$ cat config.mk
export PLATFORM = sky130hd
export DESIGN_NAME = switch_debounce_multi_flat
export DESIGN_NICKNAME = d
export VERILOG_FILES = /design/src/rtl/debounce_pkg.sv /design/src/rtl/switch_debounce_multi_if.sv /design/src/rtl/debounce_channel.sv /design/src/rtl/switch_debounce_multi.sv /design/src/flat_wrapper.sv
export SDC_FILE = /design/constraint.sdc
export NUM_CORES = 1
export LEC_CHECK = 0
export ABC_AREA = 0
export ABC_CLOCK_PERIOD_IN_PS = 1700
export BUFFER_PORTS_ARGS = -buffer_cell sky130_fd_sc_hd__buf_4
export CELL_PAD_IN_SITES_DETAIL_PLACEMENT = 2
export CELL_PAD_IN_SITES_GLOBAL_PLACEMENT = 2
export CORE_MARGIN = 2
export CORE_UTILIZATION = 30
export CTS_CLUSTER_DIAMETER = 30
export DETAILED_ROUTE_END_ITERATION = 12
export PLACE_DENSITY_LB_ADDON = 0.1
export SLEW_MARGIN = 20
export SYNTH_ARGS = -nofsm -noshare
export SYNTH_HDL_FRONTEND = slang
export SYNTH_HIERARCHICAL = 1
export SYNTH_SLANG_ARGS = --single-unit
$ cat constraint.sdc
create_clock -name clk -period 1.7 [get_ports clk]
set_input_delay 0.34 -clock clk [delete_from_list [all_inputs] [get_ports clk]]
set_output_delay 0.34 -clock clk [all_outputs]
set_load 0.01 [all_outputs]
$ cat src/rtl/debounce_pkg.sv
// Shared constants and helpers for the multi-channel switch debouncer.
// Optional input synchroniser is enabled by defining DEBOUNCE_SYNC_EN.
package debounce_pkg;

  localparam int SYNC_STAGES = 2;

  function automatic int cnt_width(input int delay);
    return $clog2(delay + 1);
  endfunction

endpackage

$ cat src/rtl/switch_debounce_multi_if.sv
// Switch bundle between raw pins and the debouncer.
// Master drives the raw levels, slave returns debounced levels and strobes.
interface switch_debounce_multi_if #(
  parameter int CHANNELS = 4
);

  logic [CHANNELS-1:0] sw_in;
  logic [CHANNELS-1:0] sw_out;
  logic [CHANNELS-1:0] sw_rise;
  logic [CHANNELS-1:0] sw_fall;
  logic                any_edge;

  modport master (
    output sw_in,
    input  sw_out,
    input  sw_rise,
    input  sw_fall,
    input  any_edge
  );

  modport slave (
    input  sw_in,
    output sw_out,
    output sw_rise,
    output sw_fall,
    output any_edge
  );

endinterface

$ cat src/rtl/debounce_channel.sv
// One debounce lane: optional 2-flop sync, stability counter, level, strobes.
// Define DEBOUNCE_SYNC_EN to insert the synchroniser ahead of the counter.
module debounce_channel
  import debounce_pkg::*;
#(
  parameter int   DELAY = 65535,
  parameter logic INIT  = 1'b0
) (
  input  logic clk,
  input  logic rst_n,
  input  logic i_sw,
  output logic o_sw,
  output logic o_rise,
  output logic o_fall,
  output logic o_edge_nxt
);

  localparam int CNT_W = cnt_width(DELAY);
  localparam logic [CNT_W-1:0] LAST = CNT_W'(DELAY - 1);

  logic             w_s;
  logic             w_accept;
  logic [CNT_W-1:0] r_cnt;
  logic             r_sw;
  logic             r_rise;
  logic             r_fall;

`ifdef DEBOUNCE_SYNC_EN
  logic [SYNC_STAGES-1:0] r_sync;

  always_ff @(posedge clk or negedge rst_n) begin
    if (!rst_n) begin
      r_sync <= {SYNC_STAGES{INIT}};
    end else begin
      r_sync <= {r_sync[SYNC_STAGES-2:0], i_sw};
    end
  end

  assign w_s = r_sync[SYNC_STAGES-1];
`else
  assign w_s = i_sw;
`endif

  // Accept only on the last cycle of an unbroken mismatch run
  assign w_accept = (w_s != r_sw) && (r_cnt == LAST);

  always_ff @(posedge clk or negedge rst_n) begin
    if (!rst_n) begin
      r_cnt  <= '0;
      r_sw   <= INIT;
      r_rise <= 1'b0;
      r_fall <= 1'b0;
    end else begin
      r_rise <= w_accept & w_s;
      r_fall <= w_accept & ~w_s;
      if (w_s == r_sw || w_accept) begin
        r_cnt <= '0;
      end else begin
        r_cnt <= r_cnt + 1'b1;
      end
      if (w_accept) begin
        r_sw <= w_s;
      end
    end
  end

  assign o_sw       = r_sw;
  assign o_rise     = r_rise;
  assign o_fall     = r_fall;
  assign o_edge_nxt = w_accept;

endmodule

$ cat src/rtl/switch_debounce_multi.sv
// Multi-channel switch debouncer with per-channel rise/fall strobes.
// Define DEBOUNCE_SYNC_EN to add a 2-flop synchroniser per input bit.
module switch_debounce_multi
  import debounce_pkg::*;
#(
  parameter int                  CHANNELS = 4,
  parameter int                  DELAY    = 65535,
  parameter logic [CHANNELS-1:0] INIT     = '0
) (
  input  logic                   clk,
  input  logic                   rst_n,
  switch_debounce_multi_if.slave bus
);

  logic [CHANNELS-1:0] w_out;
  logic [CHANNELS-1:0] w_rise;
  logic [CHANNELS-1:0] w_fall;
  logic [CHANNELS-1:0] w_edge;
  logic                r_any;

  for (genvar g = 0; g < CHANNELS; g++) begin : g_ch
    debounce_channel #(
      .DELAY (DELAY),
      .INIT  (INIT[g])
    ) u_ch (
      .clk        (clk),
      .rst_n      (rst_n),
      .i_sw       (bus.sw_in[g]),
      .o_sw       (w_out[g]),
      .o_rise     (w_rise[g]),
      .o_fall     (w_fall[g]),
      .o_edge_nxt (w_edge[g])
    );
  end

  // Registered from next-cycle strobes so it lines up with sw_rise/sw_fall
  always_ff @(posedge clk or negedge rst_n) begin
    if (!rst_n) begin
      r_any <= 1'b0;
    end else begin
      r_any <= |w_edge;
    end
  end

  assign bus.sw_out   = w_out;
  assign bus.sw_rise  = w_rise;
  assign bus.sw_fall  = w_fall;
  assign bus.any_edge = r_any;

endmodule
$ cat src/flat_wrapper.sv
// flat-port wrapper written by rule: the top's interface ports become plain ports
module switch_debounce_multi_flat import debounce_pkg::*;
#(
  parameter int                  CHANNELS = 4,
  parameter int                  DELAY    = 65535,
  parameter logic [CHANNELS-1:0] INIT     = '0
)
  (clk, rst_n, bus_sw_in, bus_sw_out, bus_sw_rise, bus_sw_fall, bus_any_edge);
  switch_debounce_multi_if #(.CHANNELS(CHANNELS)) bus_i ();
  input  logic clk;
  input  logic rst_n;
  input wire logic [$bits(bus_i.sw_in)-1:0] bus_sw_in;
  output wire logic [$bits(bus_i.sw_out)-1:0] bus_sw_out;
  output wire logic [$bits(bus_i.sw_rise)-1:0] bus_sw_rise;
  output wire logic [$bits(bus_i.sw_fall)-1:0] bus_sw_fall;
  output wire logic [$bits(bus_i.any_edge)-1:0] bus_any_edge;
  assign bus_i.sw_in = bus_sw_in;
  assign bus_sw_out = bus_i.sw_out;
  assign bus_sw_rise = bus_i.sw_rise;
  assign bus_sw_fall = bus_i.sw_fall;
  assign bus_any_edge = bus_i.any_edge;
  switch_debounce_multi #(.CHANNELS(CHANNELS), .DELAY(DELAY), .INIT(INIT)) u_core (.clk(clk), .rst_n(rst_n), .bus(bus_i));
endmodule
==> results_dict.tcl <==
set metrics [dict create \
    status "complete, but fails checks" \
    violations "negative setup slack" \
    wl_um 9811 \
    vias 2882 \
    drc 0 \
    cts.sinks 77 \
    final_nets 439 \
    die-width_um 115.7 \
    crit_fanout 5 \
    grt_use_total 0.1648 \
    fill_cells 1319 \
    multiInputGateArea_sq_mm 0.001764 \
    cp.arrival_ns 1.94 \
    grt_pass1_vias 3258 \
    gr-total-overflow 0 \
    cpPeakStageDelay_ns 0.59 \
    fmax_ghz 0.5845 \
    ys_warn_count 6 \
    rows 40 \
    final_cell_mix "77 x dfrtp_1, 60 x nor2_1, 57 x buf_4, 40 x xnor2_1, 24 x nand2_1" \
    hold_viol 0 \
    drive_gt1_frac 0.2326 \
    whs_ns 0.1863 \
    hp-class "primary input to register" \
    postRouteAntennaNets 0 \
    io_pins 19 \
    routed_via_density 4.819 \
    ys_types 25 \
    crit_chain "inv_1 -> ha_2 -> nand3_2 -> or4_4 -> mux2_4" \
    portBuffers 18 \
    postSynthAreaPerCell_sq_um 10.35 \
    endpoint_kind "register" \
    final-max-slew-violation-count 0 \
    area_growth_pct 25.12 \
    cts_buffers 9 \
    die-height_um 115.7 \
    power_mw 4.185 \
    rsz0062_at_grt "true" \
    fin_skew_ns 0.004604 \
    ys_seq_area_frac 0.5144 \
    cp-start-kind "register" \
    htreeDepth 3 \
    grt_max_degree 27 \
    drtIter0Drc 92 \
    powerDensity_mw_per_mm2 892.9 \
    required_ns 1.93 \
    finalCriticalPeriod_ns 1.711 \
    syn_inst 362 \
    setup_viol 1 \
    fin_crit_sh 1.006 \
    synth_fp_nets 376 \
    clockBufferDepth 2 \
    cts_tree "built" \
    clk_pin_slew_ns 0.06 \
    cts_root_buf "clkbuf_16" \
    ys_seq_elements 77 \
    p_leak_nw 1.963 \
    final_common_cell "dfrtp_1" \
    avgRoutedWirePerCell_um 16.41 \
    start_util 0.3093 \
    cp_slowest_cell "or4_4" \
    clock_latency_ns 0.34 \
    antenna_cells 0 \
    core_sq_mm 0.01211 \
    syn_area_sq_mm 0.003746 \
    grt_pass1_wl_um 17010 \
    path_class "register to register" \
    drv_cap 0 \
    cp_top_family "simple AND/OR/NAND/NOR gates" \
    register_area_sq_mm 0.001927 \
    globalplace.congestion 0.7357 \
    vdd_ir_drop_max_v 0.0004130 \
    fin_ws_ns -0.01092 \
    antenna_found_initial 0 \
    post-cts-setup-buffers 0 \
    dr.pass1.iters 5 \
    slew_headroom 0.7094 \
    path_buf_inv 1 \
    hpwl_um 6963 \
    tightest_slew_ns 0.4344 \
    die_area_sq_mm 0.01340 \
]
-- timing repair --
action	4_1_cts	5_1_grt
endpoints found under the setup margin	0	6
hold endpoints to repair	23	0
gates resized for setup	0	7
hold buffers	1	0
-- worst reg2reg max path, stage by stage, from the launching register on --
cell	delay, ns
dfrtp_1	0.38
inv_1	0.07
ha_2	0.18
nand3_2	0.07
or4_4	0.59
mux2_4	0.32
-- power by group --
group          switching [mW]  internal (mW)
clock                   0.803           1.02
sequential             0.0404           1.88
combinational           0.267          0.169
-- layout make-up --
cell class	instances	area share
inverter	8	0.006407
multi-input combinational	269	0.3764
clock inverter	6	0.008275
clock buffer	10	0.05099
tap	168	0.04485
timing repair buffer	60	0.1020
sequential	77	0.4111
-- synth_stat cells, drive strengths merged --
master | instances | area [sq um]
ha | 8 | 100.1
or4 | 9 | 82.58
nand2 | 28 | 135.1
dfrtp | 77 | 1927
mux2 | 4 | 60.06
nand3 | 20 | 100.1
nor3 | 12 | 60.06
buf | 4 | 45.04
nor3b | 8 | 60.06
and2b | 4 | 35.03
o31ai | 4 | 30.03
xnor2 | 40 | 350.3
nor4 | 20 | 125.1
xor2 | 12 | 105.1
a21oi | 8 | 40.04
and2 | 4 | 25.02
inv | 8 | 30.03
nand4 | 20 | 150.1
clkbuf | 4 | 15.01
nor2 | 60 | 225.2
or3 | 4 | 25.02
o21ai | 4 | 20.02
-- routing by layer --
metal	wire length, um	vias up	track usage
li1	-	1384	-
met1	4679	1459	0.2155
met2	4721	28	0.2717
met3	262	11	0.03243
met4	148	0	0.06111
met5	0	-	0
-- cell families after synthesis --
logic type               Yosys count  synth area share
AND/OR/NAND/NOR                  189            0.2732
flip-flops                        77            0.5144
XOR/XNOR                          52            0.1216
AO/OA/AOI/OAI                     16           0.02405
buffers and inverters             16           0.02405
adder cells (fa/ha/maj)            8           0.02672
multiplexers                       4           0.01603
-- sequential cells by signal, indices dropped and copies added, names as in the netlist --
| register | count |
|---|---|
| u_core/bus.any_edge | 1 |
| u_core/g_ch.u_ch/o_sw | 4 |
| u_core/g_ch.u_ch/o_fall | 4 |
| u_core/g_ch.u_ch/o_rise | 4 |
| u_core/g_ch.u_ch/r_cnt | 64 |
-- worst paths after layout --
path | start | endpoint | slack, ns | cells past startpoint
max | u_core/g_ch[0].u_ch/r_cnt[0]$_DFF_PN0_ | u_core/g_ch[0].u_ch/o_sw$_DFFE_PN0P_ | -0.01 | 5
min | bus_sw_in[1] | u_core/g_ch[1].u_ch/o_fall$_DFF_PN0_ | 0.19 | 2
max reg2reg | u_core/g_ch[0].u_ch/r_cnt[0]$_DFF_PN0_ | u_core/g_ch[0].u_ch/o_sw$_DFFE_PN0P_ | -0.01 | 5
min reg2reg | u_core/g_ch[1].u_ch/r_cnt[15]$_DFF_PN0_ | u_core/g_ch[1].u_ch/r_cnt[15]$_DFF_PN0_ | 0.55 | 2
max in group asynchronous | rst_n | u_core/g_ch[2].u_ch/r_cnt[2]$_DFF_PN0_ | 0.74 | 3
min in group asynchronous | rst_n | u_core/g_ch[1].u_ch/r_cnt[5]$_DFF_PN0_ | 0.46 | 2
-- metrics by stage --
stage	util	worst slack, ns	TNS (ns)	cell area [sq um]	cells
final	0.3870	-0.01092	-0.01092	4687	598
after global routing	0.3870	-0.07946	-1.316	4687	598
after CTS	0.3841	0.002032	0	4652	598
after detailed placement	0.3603	0.01933	0	4364	581
after global placement	0.3603	0.08011	0	4364	581
after floorplan	-	0.01102	0	3746	362
(Power assumes the default switching activity.)
